<file path="src/rtl/ifu_fetch_unit_pkg.sv">
// Shared definitions for the instruction fetch unit and the PC-reset logic in write-back.
// Holds the FSM state encoding, the AXI-lite OKAY response code and the default reset PC.
// Also holds a small alignment helper used when deciding whether a fetch may go to the bus.
package ifu_fetch_unit_pkg;

  // FSM state encoding, fixed at 2 bits so other blocks can decode it if needed.
  typedef enum logic [1:0] {
    S_AR   = 2'd0,
    S_R    = 2'd1,
    S_OUT  = 2'd2,
    S_WAIT = 2'd3
  } state_t;

  localparam logic [1:0]  RESP_OKAY        = 2'b00;
  localparam logic [31:0] DEFAULT_RESET_PC = 32'h8000_0000;

  // Instructions are word aligned; anything else is a misaligned-PC fault.
  function automatic logic is_word_aligned(input logic [1:0] addr_lo);
    return (addr_lo == 2'b00);
  endfunction

endpackage

</file>
<file path="src/rtl/ifu_fetch_unit.sv">
// Instruction fetch unit: holds the PC, reads one instruction per handoff, presents it to decode.
// Latency: out_valid 2 cycles after entering S_AR when arready/rvalid are already high.
// Backpressure: arvalid/araddr held until arready; inst/pc_o/inst_fault held until out_ready.
//
// Ports:
//   clk, rst (async, active low)
//   araddr/arvalid/arready          : read request channel (IFU is master)
//   rdata/rresp/rvalid/rready       : read data channel
//   inst/pc_o/inst_fault/out_valid/out_ready : handoff to decode
//   npc_valid/npc                   : next PC from write-back (one-cycle pulse)
//   fetch_cnt                       : number of completed handoffs (wraps)
module ifu_fetch_unit
  import ifu_fetch_unit_pkg::*;
#(
  parameter int                ADDR_W   = 32,
  parameter logic [ADDR_W-1:0] RESET_PC = DEFAULT_RESET_PC[ADDR_W-1:0]
) (
  input  logic              clk,
  input  logic              rst,
  output logic [ADDR_W-1:0] araddr,
  output logic              arvalid,
  input  logic              arready,
  input  logic [31:0]       rdata,
  input  logic [1:0]        rresp,
  input  logic              rvalid,
  output logic              rready,
  output logic [31:0]       inst,
  output logic [ADDR_W-1:0] pc_o,
  output logic              inst_fault,
  output logic              out_valid,
  input  logic              out_ready,
  input  logic              npc_valid,
  input  logic [ADDR_W-1:0] npc,
  output logic [31:0]       fetch_cnt
);

  state_t            state, state_nxt;
  logic [ADDR_W-1:0] pc, pc_nxt;
  logic [31:0]       inst_nxt;
  logic              fault_nxt;
  logic [31:0]       cnt_nxt;

  assign araddr = pc;
  assign pc_o   = pc;

  always_comb begin
    state_nxt = state;
    pc_nxt    = pc;
    inst_nxt  = inst;
    fault_nxt = inst_fault;
    cnt_nxt   = fetch_cnt;
    unique case (state)
      S_AR: begin
        // A misaligned PC never reaches the bus; it is reported as a fault directly.
        if (!is_word_aligned(pc[1:0])) begin
          inst_nxt  = '0;
          fault_nxt = 1'b1;
          state_nxt = S_OUT;
        end else if (arvalid && arready) begin
          state_nxt = S_R;
        end
      end
      S_R: begin
        if (rready && rvalid) begin
          inst_nxt  = rdata;
          fault_nxt = (rresp != RESP_OKAY);
          state_nxt = S_OUT;
        end
      end
      S_OUT: begin
        if (out_valid && out_ready) begin
          cnt_nxt   = fetch_cnt + 32'd1;
          state_nxt = S_WAIT;
        end
      end
      S_WAIT: begin
        if (npc_valid) begin
          pc_nxt    = npc;
          state_nxt = S_AR;
        end
      end
    endcase
  end

  // The handshake outputs are registered copies decoded from the next state, so
  // they are low during reset and have no combinational path from any input.
  // arvalid rises in the first cycle after reset release because the reset state
  // is S_AR while the registered arvalid is still 0.
  always_ff @(posedge clk or negedge rst) begin
    if (!rst) begin
      state      <= S_AR;
      pc         <= RESET_PC;
      inst       <= '0;
      inst_fault <= 1'b0;
      fetch_cnt  <= '0;
      arvalid    <= 1'b0;
      rready     <= 1'b0;
      out_valid  <= 1'b0;
    end else begin
      state      <= state_nxt;
      pc         <= pc_nxt;
      inst       <= inst_nxt;
      inst_fault <= fault_nxt;
      fetch_cnt  <= cnt_nxt;
      arvalid    <= (state_nxt == S_AR) && is_word_aligned(pc_nxt[1:0]);
      rready     <= (state_nxt == S_R);
      out_valid  <= (state_nxt == S_OUT);
    end
  end

`ifndef SYNTHESIS
  // A next-PC pulse outside S_WAIT is dropped; flag it so the producer can be found.
  always @(posedge clk) begin
    if (rst) begin
      assert (!(npc_valid && (state != S_WAIT)))
        else $warning("ifu_fetch_unit: npc_valid ignored outside S_WAIT (npc=%h pc=%h)", npc, pc);
    end
  end
`endif

endmodule

</file>
<file path="config.mk">
export PLATFORM = sky130hd
export DESIGN_NAME = ifu_fetch_unit
export DESIGN_NICKNAME = d
export VERILOG_FILES = /design/src/rtl/ifu_fetch_unit_pkg.sv /design/src/rtl/ifu_fetch_unit.sv
export SDC_FILE = /design/constraint.sdc
export NUM_CORES = 1
export LEC_CHECK = 0
export BUFFER_PORTS_ARGS = -buffer_cell sky130_fd_sc_hd__buf_2
export CELL_PAD_IN_SITES_DETAIL_PLACEMENT = 1
export CELL_PAD_IN_SITES_GLOBAL_PLACEMENT = 1
export CORE_MARGIN = 1
export CORE_UTILIZATION = 35
export CTS_CLUSTER_SIZE = 8
export DETAILED_ROUTE_END_ITERATION = 8
export PLACE_DENSITY = 0.92
export SLEW_MARGIN = 10
export SYNTH_ARGS = -nofsm -noshare
export SYNTH_HDL_FRONTEND = slang
export SYNTH_SLANG_ARGS = --single-unit
</file>
<file path="constraint.sdc">
create_clock -name clk -period 1.9 [get_ports clk]
set_clock_uncertainty 0.1 [all_clocks]
set_input_delay 0 -clock clk [delete_from_list [all_inputs] [get_ports clk]]
set_output_delay 0 -clock clk [all_outputs]
set_load 0.005 [all_outputs]
</file>
==> reports/metrics.yaml, run 1 <==
run_status:
  status: "finished, final reports clean"
cells_and_area:
  mostFrequentLayoutCell: "buf_2"
  area_growth_syn_to_layout_pct: 45.7
  final_core_util: 0.532
  drive_above_1_share: 0.424
  antenna_cells: 0
  final_cell_mix: "202 x buf_2, 101 x dfrtp_1, 80 x nand2_1"
  nets: 719
  fin_cells: 816
  stdcell_area_um2: 6530
hold_path:
  min_to: "state[0]$_DFF_PN0_"
  min_path_type: "in -> reg"
  worstHoldStart: "rvalid"
  hold_depth: 4
worst_setup_path:
  worst_setup_path_end_kind: "flip-flop"
  r2r-end: "fetch_cnt[28]$_DFFE_PN0P_"
  critPathMaxFanout: 13
  start_kind: "flip-flop"
  cp-startpoint: "fetch_cnt[10]$_DFFE_PN0P_"
  critPathArrivalTime_ps: 1950
  rrSetupSlack_ps: 120
  cp.required_ps: 2070
  timing.rr.start: "fetch_cnt[10]$_DFFE_PN0P_"
  reg2reg_depth: 4
  path_class: "reg -> reg"
logic_synthesis:
  synthSimpleGateAreaFrac: 0.194
  syn_area_um2: 4480
  avgSynthCellArea_um2: 11.3
  synth_top_family_by_area: "simple AND/OR/NAND/NOR gates"
  yosysWarnings: 0
  seq_area_frac_synth: 0.570
  synthCells: 397
  ys_types: 36
  synth-xor-area-share: 0.0606
  synth_compound_area_frac: 0.0137
  synth_fa_ha_area_frac: 0.00279
  yosys-mux-area-fraction: 0.0804
  synth-seq-cells: 102
  syn_nets: 470
clock_tree:
  cts_root_buf: "clkbuf_16"
  h-tree-depth: 3
  post_cts_buffers: 0
  insertion_delay_ps: 340
  clk_path_buf_depth: 2
  numCtsBuffers: 9
  cts_tree: "done"
  path_clk_slew_ps: 70
  clock-sinks: 102
routing:
  post_drt_via_cell_ratio: 4.86
  drc: 0
  wirelength_um: 15200
  vias: 3967
  drt_iter0_drc: 177
  firstDrtPassIters: 4
  ant_nets: 0
  wl_per_cell_um: 18.6
grt:
  grtUsageMet3: 0.0490
  gr-usage-met1: 0.238
  top_usage_layer: "met2"
  antenna_found_initial: 0
  globalRouteTotalUtil: 0.237
  use_met2: 0.457
  grt_max_degree: 103
  grt_pass1_wl_um: 23600
  overflow: 0
  first_global_vias: 4491
sta:
  setup_tns_ps: 0
  tightest_slew_ps: 546
  rsz0062_at_grt: "no"
  finalHoldViolCount: 0
  slew_viol_final: 0
  fmax_mhz: 561
  min_period_ps: 1780
  finalSetupViolCount: 0
  slew_headroom: 0.636
  finalCritPeriodShare: 0.938
pwr:
  combPwrFrac: 0.365
  leakage_nw: 3.51
  p_int_mw: 5.34
  netSwitchingFraction: 0.345
  irDropWorstVdd_v: 0.000695
  pwr_density_cell_nw_per_um2: 1250
  seqPwrFrac: 0.412
  power.share.clock: 0.223
  power_switching_mw: 2.82
placed_design:
  io_buffers: 203
  post-dp-hpwl_um: 9200
  dpl-instance-area_um2: 5530
  dpl.cell_count: 733
  gp_congestion: 0.813
flow_run:
  drv_cap: 0
die:
  start_util: 0.366
  rows: 40
  core_um2: 12300
  die_h_um: 115
  die_w_um: 115
  io-pin-count: 204
  fp.dieArea_um2: 13300
logic make-up (layout without fill, tap and decap cells):
group / after synthesis / count (layout)
DFF: 102 / 102
muxes: 32 / 32
AOI/OAI and AO/OA: 9 / 9
xor gates and xnor gates: 31 / 31
buffers and inverters: 53 / 304
and+or+nand+nor: 169 / 169
adders and majority gates: 1 / 1
Yosys cell counts:
master | count | area (um2)
dfrtp_1 | 101 | 2530
nand2_1 | 80 | 300
nand3_1 | 39 | 195
buf_4 | 32 | 240
mux2_2 | 32 | 360
xnor2_1 | 17 | 149
xor2_1 | 14 | 123
clkbuf_1 | 9 | 33.8
nor3_1 | 7 | 35.0
nor2_1 | 6 | 22.5
nor4_1 | 6 | 37.5
and4_1 | 5 | 43.8
nand4_1 | 5 | 31.3
and2_1 | 4 | 25.0
buf_2 | 4 | 20.0
buf_6 | 4 | 45.0
and3_1 | 3 | 18.8
inv_1 | 3 | 11.3
nand2b_1 | 3 | 18.8
a21oi_1 | 2 | 10.0
a31oi_1 | 2 | 12.5
and4_2 | 2 | 20.0
nand4_4 | 2 | 42.5
nor2b_1 | 2 | 12.5
o21ai_0 | 2 | 10.0
a211o_1 | 1 | 8.76
a211oi_2 | 1 | 12.5
and4b_1 | 1 | 10.0
buf_1 | 1 | 3.75
dfstp_2 | 1 | 26.3
ha_1 | 1 | 12.5
nand4_2 | 1 | 12.5
nand4b_1 | 1 | 8.76
nor4_2 | 1 | 12.5
nor4_4 | 1 | 21.3
o21a_1 | 1 | 7.51
area by class of cell:
cell class,instances,area [um2]
fillers,1383,5730
flip-flops and latches,102,2550
repair buffers,288,1870
multi-input cells,242,1610
clock buffers,11,243
well taps,168,210
clock inverters,2,35.0
inverters,3,11.3
how the worst max path moves through the flow:
stage	endpoint	cells past startpoint
4_1_cts	fetch_cnt[16]$_DFFE_PN0P_	5
2_1_floorplan	fetch_cnt[31]$_DFFE_PN0P_	7
6_report	fetch_cnt[28]$_DFFE_PN0P_	4
3_5_place_dp	fetch_cnt[28]$_DFFE_PN0P_	4
3_3_place_gp	fetch_cnt[29]$_DFFE_PN0P_	4
5_1_grt	fetch_cnt[26]$_DFFE_PN0P_	4
state kept, by name, summed over array words and instances (netlist names):
signal and flops:
arvalid 1, araddr 32, rready 1, fetch_cnt 32
inst_fault 1, state 2, out_valid 1, inst 32
repair_timing:
item,4_1_cts,5_1_grt
hold endpoints to repair,173,0
hold buffers,70,0
gates resized for setup,1,4
setup endpoints to repair,3,3
gates cloned,0,0
through the flow:
step | hold slack [ps] | worst slack (ps) | power (mW)
finish | 101 | 117 | 8.16
global placement | 1.10 | 99.6 | 5.92
CTS | 125 | 80.4 | 8.08
detailed placement | 17.5 | 24.8 | 6.14
global route | 180 | 8.70 | 8.60
floorplan | -396 | 218 | 4.97
layer usage:
layer / vias to the layer above / wire length [um] / part of all wire
met5: - / 0 / 0
met4: 0 / 534 / 0.035
met1: 1963 / 5380 / 0.35
li1: 1790 / - / -
met3: 45 / 757 / 0.050
met2: 169 / 8530 / 0.56
power by group through the flow:
stage               Sequential, mW  Combinational [mW]  Clock [mW]
global route                  3.44                3.24        1.92
floorplan                     3.35                1.63           0
detailed placement            3.35                2.79           0
finish                        3.36                2.98        1.82
global placement              3.27                2.65           0
CTS                           3.31                2.91        1.87
worst max-delay path: stages, from the launching register on:
cell and delay [ps]:
dfrtp_1 430, and4_2 330, nand4_4 250, nor4_1 420
xor2_1 170
(Power assumes the default switching activity.)
==> run 2: changes to the inputs <==
- clock period: 1.9 -> 1.89 ns (I/O delays scaled with it)
==> reports/metrics.yaml, run 2 (synthesis gave the netlist of run 1 again) <==
pwr:
  irDropWorstVdd_v: 0.000625  # -10%
  leakage_nw: 3.53  # +0.53%
  pwr_density_cell_nw_per_um2: 1250  # +0.25%
placed_design:
  gp_congestion: 0.800  # -1.7%
  dpl-instance-area_um2: 5550  # +0.36%
  post-dp-hpwl_um: 9110  # -0.96%
  io_buffers: 203  # unchanged
clock_tree:
  h-tree-depth: 3  # unchanged
  path_clk_slew_ps: 70  # about the same
  clock-sinks: 102  # unchanged
  cts_tree: "done"
  insertion_delay_ps: 340  # about the same
  cts_root_buf: "clkbuf_16"
  numCtsBuffers: 9  # unchanged
  post_cts_buffers: 0  # unchanged
  clk_path_buf_depth: 2  # unchanged
sta:
  finalCritPeriodShare: 0.951  # +0.0125
  tightest_slew_ps: 432  # -114 ps
  fmax_mhz: 556  # -0.79%
  finalHoldViolCount: 0  # unchanged
  min_period_ps: 1800  # +14.2 ps
  setup_tns_ps: 0  # unchanged
  slew_viol_final: 0  # unchanged
  slew_headroom: 0.710  # +0.0739
  rsz0062_at_grt: "no"
  finalSetupViolCount: 0  # unchanged
routing:
  wirelength_um: 14800  # -2.8%
  vias: 4045  # +2.0%
  ant_nets: 0  # unchanged
  post_drt_via_cell_ratio: 4.93  # +1.3%
  firstDrtPassIters: 4  # unchanged
  drt_iter0_drc: 197  # +11%
  drc: 0  # unchanged
  wl_per_cell_um: 18.0  # -3.4%
run_status:
  status: "finished, final reports clean"
worst_setup_path:
  worst_path_largest_cell_delay_ps: 430  # about the same
  critPathArrivalTime_ps: 1960  # about the same
  worst_setup_path_end_kind: "flip-flop"
  crit_chain: "and4b_1, buf_4, nand4_4, nor4_1, xor2_1"
  start_kind: "flip-flop"
  slowest_stage: "dfrtp_1"
  path_class: "reg -> reg"
  cp.required_ps: 2050  # -20 ps
  critPathMaxFanout: 9  # -4
cells_and_area:
  drive_above_1_share: 0.422  # -0.00260
  seq_area_um2: 2550  # unchanged
  multiInputGateArea_um2: 1600  # -0.47%
  nFillCells: 1373  # -0.72%
  mostFrequentLayoutCell: "buf_2"
  stdcell_area_um2: 6560  # +0.48%
  nets: 720  # +0.14%
  area_growth_syn_to_layout_pct: 46.4
  final_cell_mix: "202 x buf_2, 101 x dfrtp_1, 80 x nand2_1"
die:
  fp.dieArea_um2: 13300  # unchanged
  rows: 40  # unchanged
  die_h_um: 115  # unchanged
  io-pin-count: 204  # unchanged
  start_util: 0.366  # unchanged
  core_um2: 12300  # unchanged
  die_w_um: 115  # unchanged
grt:
  first_global_vias: 4553  # +1.4%
  overflow: 0  # unchanged
  globalRouteTotalUtil: 0.230  # -0.00657
  grt_max_degree: 57  # -45%
  antenna_found_initial: 0  # unchanged
  grt_pass1_wl_um: 23200  # -1.5%
hold_path:
  min_path_type: "in -> async"
flow_run:
  drv_cap: 0  # unchanged
run 2: path summary, 6_finish.rpt:
check | start | end | slack, ps | cells past startpoint
worst max-delay path | state[1]$_DFF_PN0_ | fetch_cnt[30]$_DFFE_PN0P_ | 90 | 5
worst min-delay path | rst | araddr[26]$_DFFE_PN0P_ | 20 | 2
worst max register to register | state[1]$_DFF_PN0_ | fetch_cnt[30]$_DFFE_PN0P_ | 90 | 5
worst min register to register | fetch_cnt[31]$_DFFE_PN0P_ | fetch_cnt[31]$_DFFE_PN0P_ | 370 | 1
max in group asynchronous | rst | araddr[31]$_DFFE_PN1P_ | 1000 | 3
min in group clk | rvalid | state[0]$_DFF_PN0_ | 120 | 4
run 2: routing by layer:
metal  vias to the layer above  track usage  part of all wire
met1                      2025        0.243              0.37
met3                        46       0.0511             0.056
met4                         0        0.124             0.036
li1                       1803            -                 -
met5                         -            0                 0
met2                       171        0.427              0.54
run 2: where the power goes:
group | internal [mW] | switching [mW] | total (mW) | leakage [nW]
clock | 1.07 | 0.812 | 1.88 | 0.144
sequential | 2.86 | 0.522 | 3.38 | 1.32
combinational | 1.47 | 1.49 | 2.96 | 2.07
run 2: repair_timing:
action                                 in CTS  in global routing
resized for setup                           0                  2
setup endpoints to repair                   0                  4
endpoints found under the hold margin     173                  0
hold buffers                               70                  0
run 2: per-stage QoR:
stage | power (mW) | worst slack (ps) | hold WS [ps] | util | cells
after detailed placement | 6.13 | 45.2 | -154 | 0.452 | 734
after global routing | 8.72 | 12.9 | 47.5 | 0.535 | 820
after CTS | 8.14 | 18.8 | 22.4 | 0.534 | 820
after floorplan | 5.00 | 208 | -396 | - | 397
after global placement | 5.95 | 123 | -167 | 0.452 | 734
final | 8.22 | 93.0 | 20.6 | 0.535 | 821
run 2: worst max-delay path, delay by kind of cell, from the launching register on:
| kind | cells | cell delay, ps |
|---|---|---|
| xor gates and xnor gates | 1 | 170 |
| and+or+nand+nor | 3 | 820 |
| buffers and inverters | 1 | 200 |
| DFF | 1 | 430 |
run 2: final cells by class:
| class | instances | area share |
|---|---|---|
| Clock inverter | 3 | 0.00668 |
| Multi-Input combinational cell | 242 | 0.244 |
| Tap cell | 168 | 0.0320 |
| Clock buffer | 13 | 0.0381 |
| Inverter | 3 | 0.00172 |
| Sequential cell | 102 | 0.389 |
| Timing Repair Buffer | 289 | 0.288 |
| Antenna cell | 1 | 0.000381 |
==> run 3: changes to the inputs <==
- CORE_ASPECT_RATIO: not set -> 0.9
- CTS_CLUSTER_SIZE: 8 -> 16
- HOLD_SLACK_MARGIN: not set -> 0.12
==> reports/metrics.yaml, run 3 (synthesis gave the netlist of run 1 again) <==
routing:
  firstDrtPassIters: 4  # unchanged
  post_drt_via_cell_ratio: 4.88  # -0.86%
  drc: 0  # unchanged
  drt_iter0_drc: 139  # -29%
  vias: 3976  # -1.7%
  wl_per_cell_um: 17.9  # -0.63%
  ant_nets: 0  # unchanged
  wirelength_um: 14600  # -1.5%
clock_tree:
  numCtsBuffers: 9  # unchanged
  insertion_delay_ps: 340  # about the same
  path_clk_slew_ps: 70  # about the same
  h-tree-depth: 3  # unchanged
  clock-sinks: 102  # unchanged
  cts_root_buf: "clkbuf_16"
  clk_path_buf_depth: 2  # unchanged
  cts_tree: "done"
sta:
  slew_viol_final: 0  # unchanged
  fmax_mhz: 561  # +0.72%
  slew_headroom: 0.599  # -0.111
  rsz0062_at_grt: "no"
  min_period_ps: 1780  # -12.9 ps
  finalHoldViolCount: 0  # unchanged
  hold_slack_ps: 102  # +81.0 ps
  finalCritPeriodShare: 0.944  # -0.00681
  setup_tns_ps: 0  # unchanged
  tightest_slew_ps: 602  # +170 ps
  finalSetupViolCount: 0  # unchanged
  setup_slack_ps: 106  # +12.9 ps
cells_and_area:
  antenna_cells: 0  # -1
  nFillCells: 1375  # +0.15%
  seq_area_um2: 2550  # unchanged
  nets: 722  # +0.28%
  fin_cells: 814  # -0.85%
  area_growth_syn_to_layout_pct: 47.0
  multiInputGateArea_um2: 1600  # about the same
  drive_above_1_share: 0.430  # +0.00788
  final_cell_mix: "202 x buf_2, 101 x dfrtp_1, 80 x nand2_1"
  final_core_util: 0.537  # +0.00213
  mostFrequentLayoutCell: "buf_2"
  stdcell_area_um2: 6590  # +0.44%
grt:
  globalRouteTotalUtil: 0.226  # -0.00466
  grt_max_degree: 46  # -19%
  overflow: 0  # unchanged
  first_global_vias: 4544  # -0.20%
  antenna_found_initial: 0  # unchanged
  grt_pass1_wl_um: 22900  # -1.3%
worst_setup_path:
  worst_setup_path_end_kind: "flip-flop"
  start_kind: "flip-flop"
  path_class: "reg -> reg"
  critPathMaxFanout: 9  # unchanged
  cp.required_ps: 2060  # about the same
  critPathArrivalTime_ps: 1950  # about the same
die:
  die_w_um: 121  # +5.3%
  rows: 38  # -5.0%
  start_util: 0.365  # about the same
  die_h_um: 109  # -5.0%
  core_um2: 12300  # about the same
  io-pin-count: 204  # unchanged
  fp.dieArea_um2: 13300  # about the same
flow_run:
  drv_cap: 0  # unchanged
pwr:
  irDropWorstVdd_v: 0.000667  # +6.7%
  p_total_mw: 8.22  # about the same
  leakage_nw: 3.55  # +0.62%
  pwr_density_cell_nw_per_um2: 1250  # -0.45%
placed_design:
  dpl-instance-area_um2: 5530  # -0.32%
  pre_cts_slack_ps: 38.0  # -7.17 ps
  gp_congestion: 0.810  # +1.3%
  post-dp-hpwl_um: 9210  # +1.1%
  io_buffers: 203  # unchanged
  dpl.cell_count: 725  # -1.2%
hold_path:
  min_path_type: "in -> reg"
run_status:
  status: "finished, final reports clean"
[run 3: per-layer routing]
| metal | track usage | up-vias | wire [um] |
|---|---|---|---|
| met5 | 0 | - | 0 |
| met4 | 0.115 | 0 | 586 |
| met3 | 0.0503 | 41 | 639 |
| met2 | 0.423 | 137 | 7850 |
| met1 | 0.238 | 1990 | 5480 |
| li1 | - | 1808 | - |
[run 3: worst max-delay path: stages (launching register included)]
cell and delay, ps:
dfrtp_1 430, and4_2 350, nand4_4 200, buf_4 220, nor3_1 230, xor2_1 170
[run 3: path summary, 6_finish.rpt]
| kind | start | to | slack [ps] | cells after the start |
|---|---|---|---|---|
| worst max-delay path | fetch_cnt[3]$_DFFE_PN0P_ | fetch_cnt[27]$_DFFE_PN0P_ | 110 | 5 |
| worst min-delay path | rvalid | state[0]$_DFF_PN0_ | 100 | 4 |
| worst max register to register | fetch_cnt[3]$_DFFE_PN0P_ | fetch_cnt[27]$_DFFE_PN0P_ | 110 | 5 |
| worst min register to register | fetch_cnt[31]$_DFFE_PN0P_ | fetch_cnt[31]$_DFFE_PN0P_ | 370 | 1 |
| max in group asynchronous | rst | araddr[25]$_DFFE_PN0P_ | 910 | 3 |
| min in group asynchronous | rst | araddr[3]$_DFFE_PN0P_ | 110 | 2 |
[run 3: area by class of cell]
| cell class | instances | share of cell area |
|---|---|---|
| flip-flops and latches | 102 | 0.388 |
| clock inverters | 4 | 0.00798 |
| multi-input cells | 242 | 0.243 |
| inverters | 3 | 0.00171 |
| well taps | 160 | 0.0304 |
| clock buffers | 12 | 0.0404 |
| repair buffers | 291 | 0.289 |
[run 3: where the power goes]
group          total [mW]  internal [mW]  leakage (nW)  switching (mW)
combinational        2.92           1.46          2.08            1.46
sequential           3.35           2.86          1.32           0.499
clock                1.94           1.14         0.159           0.803
[run 3: timing repair]
| action | in CTS | in global routing |
|---|---|---|
| gates resized for setup | 2 | 2 |
| pin swaps | 0 | 1 |
| hold endpoints to repair | 174 | 0 |
| hold buffers | 70 | 0 |
| buffers inserted | 0 | 3 |
| setup endpoints to repair | 2 | 2 |
